==> src/rtl/rng_buffer.sv <==
// rng_buffer: samples the random source into a small FIFO at a programmable rate and serves it to the CPU.
// Optional feature: define RNG_WHITEN_EN to XOR each sample with the previous clock's input before storing.
module rng_buffer #(
    parameter int DEPTH      = 4,
    parameter int SAMPLE_DIV = 1
) (
    input  logic                       clk,
    input  logic                       rst,
    input  logic [7:0]                 rnd_in,
    input  logic                       rd_en,
    output logic [7:0]                 d_out,
    output logic                       d_valid,
    output logic                       empty,
    output logic                       full,
    output logic [$clog2(DEPTH):0]     count,
    output logic                       err_underflow
);

    localparam int AW = $clog2(DEPTH);
    localparam int CW = AW + 1;
    localparam int DW = (SAMPLE_DIV > 1) ? $clog2(SAMPLE_DIV) : 1;

    logic [DW-1:0] div_q, div_d;
    logic [AW-1:0] wr_ptr_q, wr_ptr_d;
    logic [AW-1:0] rd_ptr_q, rd_ptr_d;
    logic [CW-1:0] count_q, count_d;
    logic          empty_q, empty_d;
    logic          full_q, full_d;
    logic [7:0]    d_out_q, d_out_d;
    logic          d_valid_q, d_valid_d;
    logic          err_q, err_d;

    logic [7:0]    mem [DEPTH];
    logic [7:0]    sample;
    logic          tick;
    logic          push;
    logic          pop;

`ifdef RNG_WHITEN_EN
    logic [7:0]    prev_q, prev_d;

    assign prev_d = rnd_in;
    assign sample = rnd_in ^ prev_q;

    always_ff @(posedge clk or posedge rst) begin
        if (rst) begin
            prev_q <= 8'h00;
        end else begin
            prev_q <= prev_d;
        end
    end
`else
    assign sample = rnd_in;
`endif

    // Push and pop are both qualified by the registered flags, so neither sees a same-cycle effect of the other.
    assign tick = (div_q == DW'(SAMPLE_DIV - 1));
    assign push = tick && !full_q;
    assign pop  = rd_en && !empty_q;

    always_comb begin
        div_d     = div_q;
        wr_ptr_d  = wr_ptr_q;
        rd_ptr_d  = rd_ptr_q;
        count_d   = count_q;
        d_out_d   = d_out_q;
        d_valid_d = 1'b0;
        err_d     = err_q;

        div_d = tick ? '0 : div_q + DW'(1);

        if (push) begin
            wr_ptr_d = wr_ptr_q + AW'(1);
        end

        if (pop) begin
            rd_ptr_d  = rd_ptr_q + AW'(1);
            d_out_d   = mem[rd_ptr_q];
            d_valid_d = 1'b1;
        end

        if (rd_en && empty_q) begin
            err_d = 1'b1;
        end

        case ({push, pop})
            2'b10:   count_d = count_q + CW'(1);
            2'b01:   count_d = count_q - CW'(1);
            default: count_d = count_q;
        endcase

        empty_d = (count_d == '0);
        full_d  = (count_d == CW'(DEPTH));
    end

    always_ff @(posedge clk or posedge rst) begin
        if (rst) begin
            div_q     <= '0;
            wr_ptr_q  <= '0;
            rd_ptr_q  <= '0;
            count_q   <= '0;
            empty_q   <= 1'b1;
            full_q    <= 1'b0;
            d_out_q   <= 8'h00;
            d_valid_q <= 1'b0;
            err_q     <= 1'b0;
        end else begin
            div_q     <= div_d;
            wr_ptr_q  <= wr_ptr_d;
            rd_ptr_q  <= rd_ptr_d;
            count_q   <= count_d;
            empty_q   <= empty_d;
            full_q    <= full_d;
            d_out_q   <= d_out_d;
            d_valid_q <= d_valid_d;
            err_q     <= err_d;
        end
    end

    // Storage has no reset so it can map onto RAM; pointers and count gate every access to it.
    always_ff @(posedge clk) begin
        if (push) begin
            mem[wr_ptr_q] <= sample;
        end
    end

    assign d_out         = d_out_q;
    assign d_valid       = d_valid_q;
    assign empty         = empty_q;
    assign full          = full_q;
    assign count         = count_q;
    assign err_underflow = err_q;

endmodule
==> config.mk <==
export PLATFORM = sky130hd
export DESIGN_NAME = rng_buffer
export DESIGN_NICKNAME = d
export VERILOG_FILES = /design/src/rtl/rng_buffer.sv
export SDC_FILE = /design/constraint.sdc
export NUM_CORES = 1
export LEC_CHECK = 0
export BUFFER_PORTS_ARGS = -buffer_cell sky130_fd_sc_hd__buf_2
export CAP_MARGIN = 20
export CELL_PAD_IN_SITES_DETAIL_PLACEMENT = 1
export CELL_PAD_IN_SITES_GLOBAL_PLACEMENT = 2
export CORE_UTILIZATION = 40
export DETAILED_ROUTE_END_ITERATION = 10
export PLACE_DENSITY_LB_ADDON = 0.15
export SLEW_MARGIN = 20
export SYNTH_ARGS = -nofsm -noshare
export SYNTH_HDL_FRONTEND = slang
export SYNTH_SLANG_ARGS = --single-unit
==> constraint.sdc <==
create_clock -name clk -period 3.2 [get_ports clk]
set_input_delay 0.8 -clock clk [delete_from_list [all_inputs] [get_ports clk]]
set_output_delay 0.8 -clock clk [all_outputs]
set_load 0.05 [all_outputs]
Word level (Yosys, flattened, before mapping)
Memory sizes are Yosys's and may differ from the RTL's. A register that Yosys moved wholly into a read port is not among the register bits.
Cells that the tools add are included.
{"block": "classes", "addsub": 5, "n_eq_ne": 3, "n_mux": 5, "bitwise": 1, "n_reduce_logical": 6}
{"op": "$pmux W3 S2", "count": 1}
{"op": "$add A2 B1 Y2 const B", "count": 2}
{"op": "$mux W1", "count": 4}
{"op": "$add A3 B1 Y3 const B", "count": 1}
{"op": "$eq A3 B3 Y1 const B", "count": 1}
{"op": "$logic_and A1 B1 Y1", "count": 3}
{"op": "$logic_not A3 Y1", "count": 1}
{"op": "$sub A3 B1 Y3 const B", "count": 1}
{"op": "$eq A2 B1 Y1 const B", "count": 1}
{"op": "$eq A2 B2 Y1 const B", "count": 1}
{"op": "$logic_not A1 Y1", "count": 2}
{"op": "$add A1 B1 Y1 const B", "count": 1}
{"op": "$not A1 Y1", "count": 1}
{"block": "totals", "register_bits": 12, "ram_bits": 32, "in_bits": 11, "output_inout_bits": 15, "elab_cells": 29, "n_memories": 1}
{"memory": "mem", "depth": 4, "word_bits": 8, "read_ports": 1, "rd_clocked_by_memory_dff": 1, "wr": 1, "line": "33", "source": "logic [7:0] mem [DEPTH];"}

Depth between registers and ports, before layout
{"block": "logic_depth", "word_depth": 5, "mapped_depth": 9, "depth_no_buf": 8}

Worst setup path after synthesis
Ideal clock, no wire load.
{"block": "synth_timing", "kind": "register -> register", "start": "register empty_q (netlist: empty)", "end": "register full_q (netlist: full)", "setup_ns": 0.146, "arrival_time_ns": 2.182, "required_ns": 3.054, "path_slack_ns": 0.872, "stages_incl_launch_ff": 10, "n_path_buf": 1, "period_less_slack_ns": 2.328, "path_cell_list": "dfstp_2 -> nand2b_4 -> buf_6 -> clkinv_8 -> ha_1 -> inv_1 -> fa_1 -> and3b_1 -> a32oi_1 -> mux2i_1"}
{"block": "synth_between", "elab_chain_len": 5, "elab_cells_between_ends": 6, "classes_between": "eq/ne: 3; mux: 1; reduce/logical: 2"}
{"element": "from (decl)", "line": "27", "source": "logic empty_q, empty_d;"}
{"element": "from (signal assigned)", "line": "112", "source": "empty_q <= empty_d;"}
{"element": "$logic_not A1 Y1 (*)", "line": "59", "source": "assign pop = rd_en && !empty_q;"}
{"element": "$logic_and A1 B1 Y1 (*)", "line": "59"}
{"element": "$eq A2 B1 Y1 or $eq A2 B2 Y1 (tied branches)", "line": "86", "source": "case ({push, pop})"}
{"element": "$pmux W3 S2 (*)", "line": "86"}
{"element": "$eq A3 B3 Y1 (*)", "line": "93", "source": "full_d = (count_d == CW'(DEPTH));"}
{"element": "named net full_d", "line": "28", "source": "logic full_q, full_d;"}
{"element": "to (signal assigned)", "line": "113", "source": "full_q <= full_d;"}
{"element": "to (decl)", "line": "28"}
The timed path passes the listed nets; every way through them passes the cells marked *.
A chain may end at the register's enable or synchronous reset.

Final worst setup path
{"block": "layout_timing", "start": "input port rd_en", "end": "register full_q (netlist: full)"}
{"block": "layout_between", "elab_chain_len": 4, "elab_cells_between_ends": 5, "classes_between": "eq/ne: 3; mux: 1; reduce/logical: 1"}
{"element": "from (decl)", "line": "10", "source": "input logic rd_en,"}
{"element": "$logic_and A1 B1 Y1 (*)", "line": "59"}
{"element": "$eq A2 B1 Y1 or $eq A2 B2 Y1 (tied branches)", "line": "86"}
{"element": "$pmux W3 S2 (*)", "line": "86"}
{"element": "$eq A3 B3 Y1 (*)", "line": "93"}
{"element": "named net full_d", "line": "28"}
Marks and branches as above.

==> summary.txt <==
Floorplanning
  • Die area: 5550 µm²
  • Rows: 26
  • Initial Util: 41.4%
  • I/O pin count: 26
  • Core footprint: 5070 µm²
  • Die width: 74.5 µm
  • Die height: 74.5 µm

Flow run
  • Number of max-cap violations: 0

Timing
  • Final worst-path cycle share: 69.3%
  • RSZ-0062 raised after global routing: no
  • Crit path time final: between 2 and 2.5 ns
  • Final setup violation count: 0
  • Max-slew violations: 0
  • Rel. slew slack: 33.7%
  • Worst slew pin tran: around 0.99 ns
  • Final Hold Vio Count: 0
  • Clk_skew: 0.0126 ns
  • Worst Hold Slack: approximately 0.47 ns
  • Max Clk Rate: 451 MHz
  • Setup TNS: 0 ns

Critical path
  • Crit start category: input pin
  • Max incr delay on CP: 0.43 ns
  • CP required: 3.38 ns
  • CP Capture Type: register
  • Crit-path cells: buf_2 > nand2b_4 > clkinv_8 > ha_1 > inv_1 > fa_1 > and3b_1 > a32oi_1 > mux2i_1
  • Crit Path Category: in -> reg
  • Critical Path AT: roughly 2.4 ns
  • Worst path slowest cell: fa_1
  • CP max FO: 10

Placement
  • Buffers on Ports: 25
  • Dpl cells: 215
  • Placed cell area: 2270 µm²
  • Post-DP HPWL: 2440 µm
  • GPL Wtd Cong: 0.694

Cells and area
  • Nets: ~170
  • Fin area: roughly 2400 µm²
  • Fillers: 541
  • Layout cells sized above 1: 29.4%
  • Synthesis-to-finish area growth: 12.0%
  • Most common cell after layout, fill and taps aside: edfxtp_1
  • N_diodes: 0
  • Final non-filler cell total: between 200 and 250
  • Most frequent cells in the layout: edfxtp_1 (32), buf_2 (25), mux2i_1 (18), dfrtp_1 (18), nand2_1 (11)

Detailed routing
  • Final wirelength: around 3700 µm
  • DRC: 0
  • Post-route ant nets: 0
  • Drt via density: 4.75
  • Detailed Routing Iterations Pass 1: 4
  • Routed WL per cell: approximately 16 µm
  • 1st-iter DRT viols: 22
  • Vias: 1059

Clock tree
  • Hold_buf cts: 0
  • CTS HTree Levels: 2
  • CTS clk-pin slew, worst paths: 0.09 ns
  • CTS buffer count: 5
  • CTS tree: yes
  • Clock latency on the worst-skew pair: 0.30 ns
  • CTS resizes: 0
  • Root Buffer: clkbuf_8
  • # clock sinks: 51
  • Post-CTS setup buffer count: 0
  • Max Buffers Root-to-Sink: 2

Power and ir drop
  • Lkg Pwr: 0.969 nW
  • Cell area power density: 1040 nW/µm²
  • Maximum VDD drop: 392 µV

Synthesis
  • Synthesized area: around 2100 µm²
  • Register area share after synthesis: 68.4%
  • Mapped Cells: 124
  • Syn Area/Cell: 16.9 µm²
  • YS warnings: 0
  • Post-synthesis register bit count: 51
  • Synth cell types: 24
  • Syn Nets: approximately 140

GRT
  • Overflow after GRT: 0
  • Largest net degree at the start of global routing: 20
  • First-pass GRT wire length: 5720 µm
  • GRT Util Overall: between 10% and 20%
  • Initial antenna violation count: 0
  • Vias in the first global route: 1143

Hold path
  • Worst hold-check path type: reg -> reg

Status
  • Status: complete, no violations
## metrics by stage
stage | power (W) | util [%] | setup slack (ns)
after floorplan | 0.00190 | - | 0.872
after global placement | 0.00210 | 44.8 | 0.727
after detailed placement | 0.00214 | 44.8 | 0.639
after CTS | 0.00249 | 46.4 | 0.956
after global routing | 0.00262 | 46.4 | 0.771
final | 0.00245 | 46.4 | 0.982
## synthesized netlist by cell type
master	instances	area share (%)
buf_6	3	1.6
mux2_2	1	0.54
inv_1	6	1.1
nand2b_4	2	1.3
xor2_1	2	0.83
nand2_1	11	2.0
clkinv_8	1	0.77
ha_1	5	3.0
dfrtp_1	18	21
dfstp_2	1	1.3
edfxtp_1	32	46
o221ai_2	8	5.7
nor2_1	1	0.18
mux2i_1	18	8.6
o21ai_0	1	0.24
fa_1	1	0.95
buf_4	1	0.36
nor2b_1	4	1.2
and3b_1	1	0.42
nand2_4	1	0.54
xnor2_1	3	1.3
nand2b_1	1	0.30
a21o_1	1	0.36
a32oi_1	1	0.42
## cell families (layout without fill, tap and decap cells)
| kind of cell | after synthesis | after routing | synth area share [%] |
|---|---|---|---|
| AO/OA/AOI/OAI | 11 | 11 | 6.73 |
| XOR/XNOR | 5 | 5 | 2.08 |
| adder cells (fa/ha/maj) | 6 | 6 | 3.93 |
| buffers and inverters | 11 | 40 | 3.81 |
| flip-flops | 51 | 51 | 68.4 |
| multiplexers | 19 | 19 | 9.11 |
| AND/OR/NAND/NOR | 21 | 21 | 5.90 |
## worst paths after layout
kind / start / to / slack, ns / depth (start not counted)
worst max-delay path: rd_en / full$_DFF_PP0_ / 0.98 / 9
worst min-delay path: err_underflow$_DFFE_PP0P_ / err_underflow$_DFFE_PP0P_ / 0.47 / 1
worst max register to register: empty$_DFF_PP1_ / full$_DFF_PP0_ / 0.99 / 8
worst min register to register: err_underflow$_DFFE_PP0P_ / err_underflow$_DFFE_PP0P_ / 0.47 / 1
max in group asynchronous: rst / d_out[6]$_DFFE_PP0N_ / 2.10 / 2
min in group asynchronous: rst / full$_DFF_PP0_ / 0.62 / 2
## cell type report
cell class / count / area [µm²] / share of cell area, %
Clock inverter: 2 / 8.76 / 0.372
Timing Repair Buffer: 25 / 125 / 5.32
Inverter: 7 / 38.8 / 1.65
Clock buffer: 6 / 72.6 / 3.08
Sequential cell: 51 / 1440 / 61.1
Tap cell: 70 / 87.6 / 3.72
Multi-Input combinational cell: 62 / 583 / 24.8
## metal layers
layer | track usage, % | wire length (µm)
met3 | 4.07 | 115
met5 | 0 | 0
met2 | 26.7 | 1930
met4 | 4.40 | 33
met1 | 17.4 | 1590
## worst max-delay path, delay by kind of cell
kind | cells | cell delay [ns]
AO/OA/AOI/OAI | 1 | 0.21
multiplexers | 1 | 0.11
adder cells (fa/ha/maj) | 2 | 0.64
AND/OR/NAND/NOR | 2 | 0.36
buffers and inverters | 3 | 0.28
## power by group
part / internal (W) / switching [W]
Sequential: 0.000976 / 0.000168
Clock: 0.000151 / 0.000199
Combinational: 0.000316 / 0.000644
Total: 0.00144 / 0.00101
## state kept, by name (all words and copies together), names as in the netlist
| signal | cells |
|---|---|
| mem | 32 |
| d_out | 8 |
| count | 3 |
| rd_ptr_q | 2 |
| wr_ptr_q | 2 |
| d_valid | 1 |
| empty | 1 |
| err_underflow | 1 |
| full | 1 |
(Power assumes the default switching activity.)
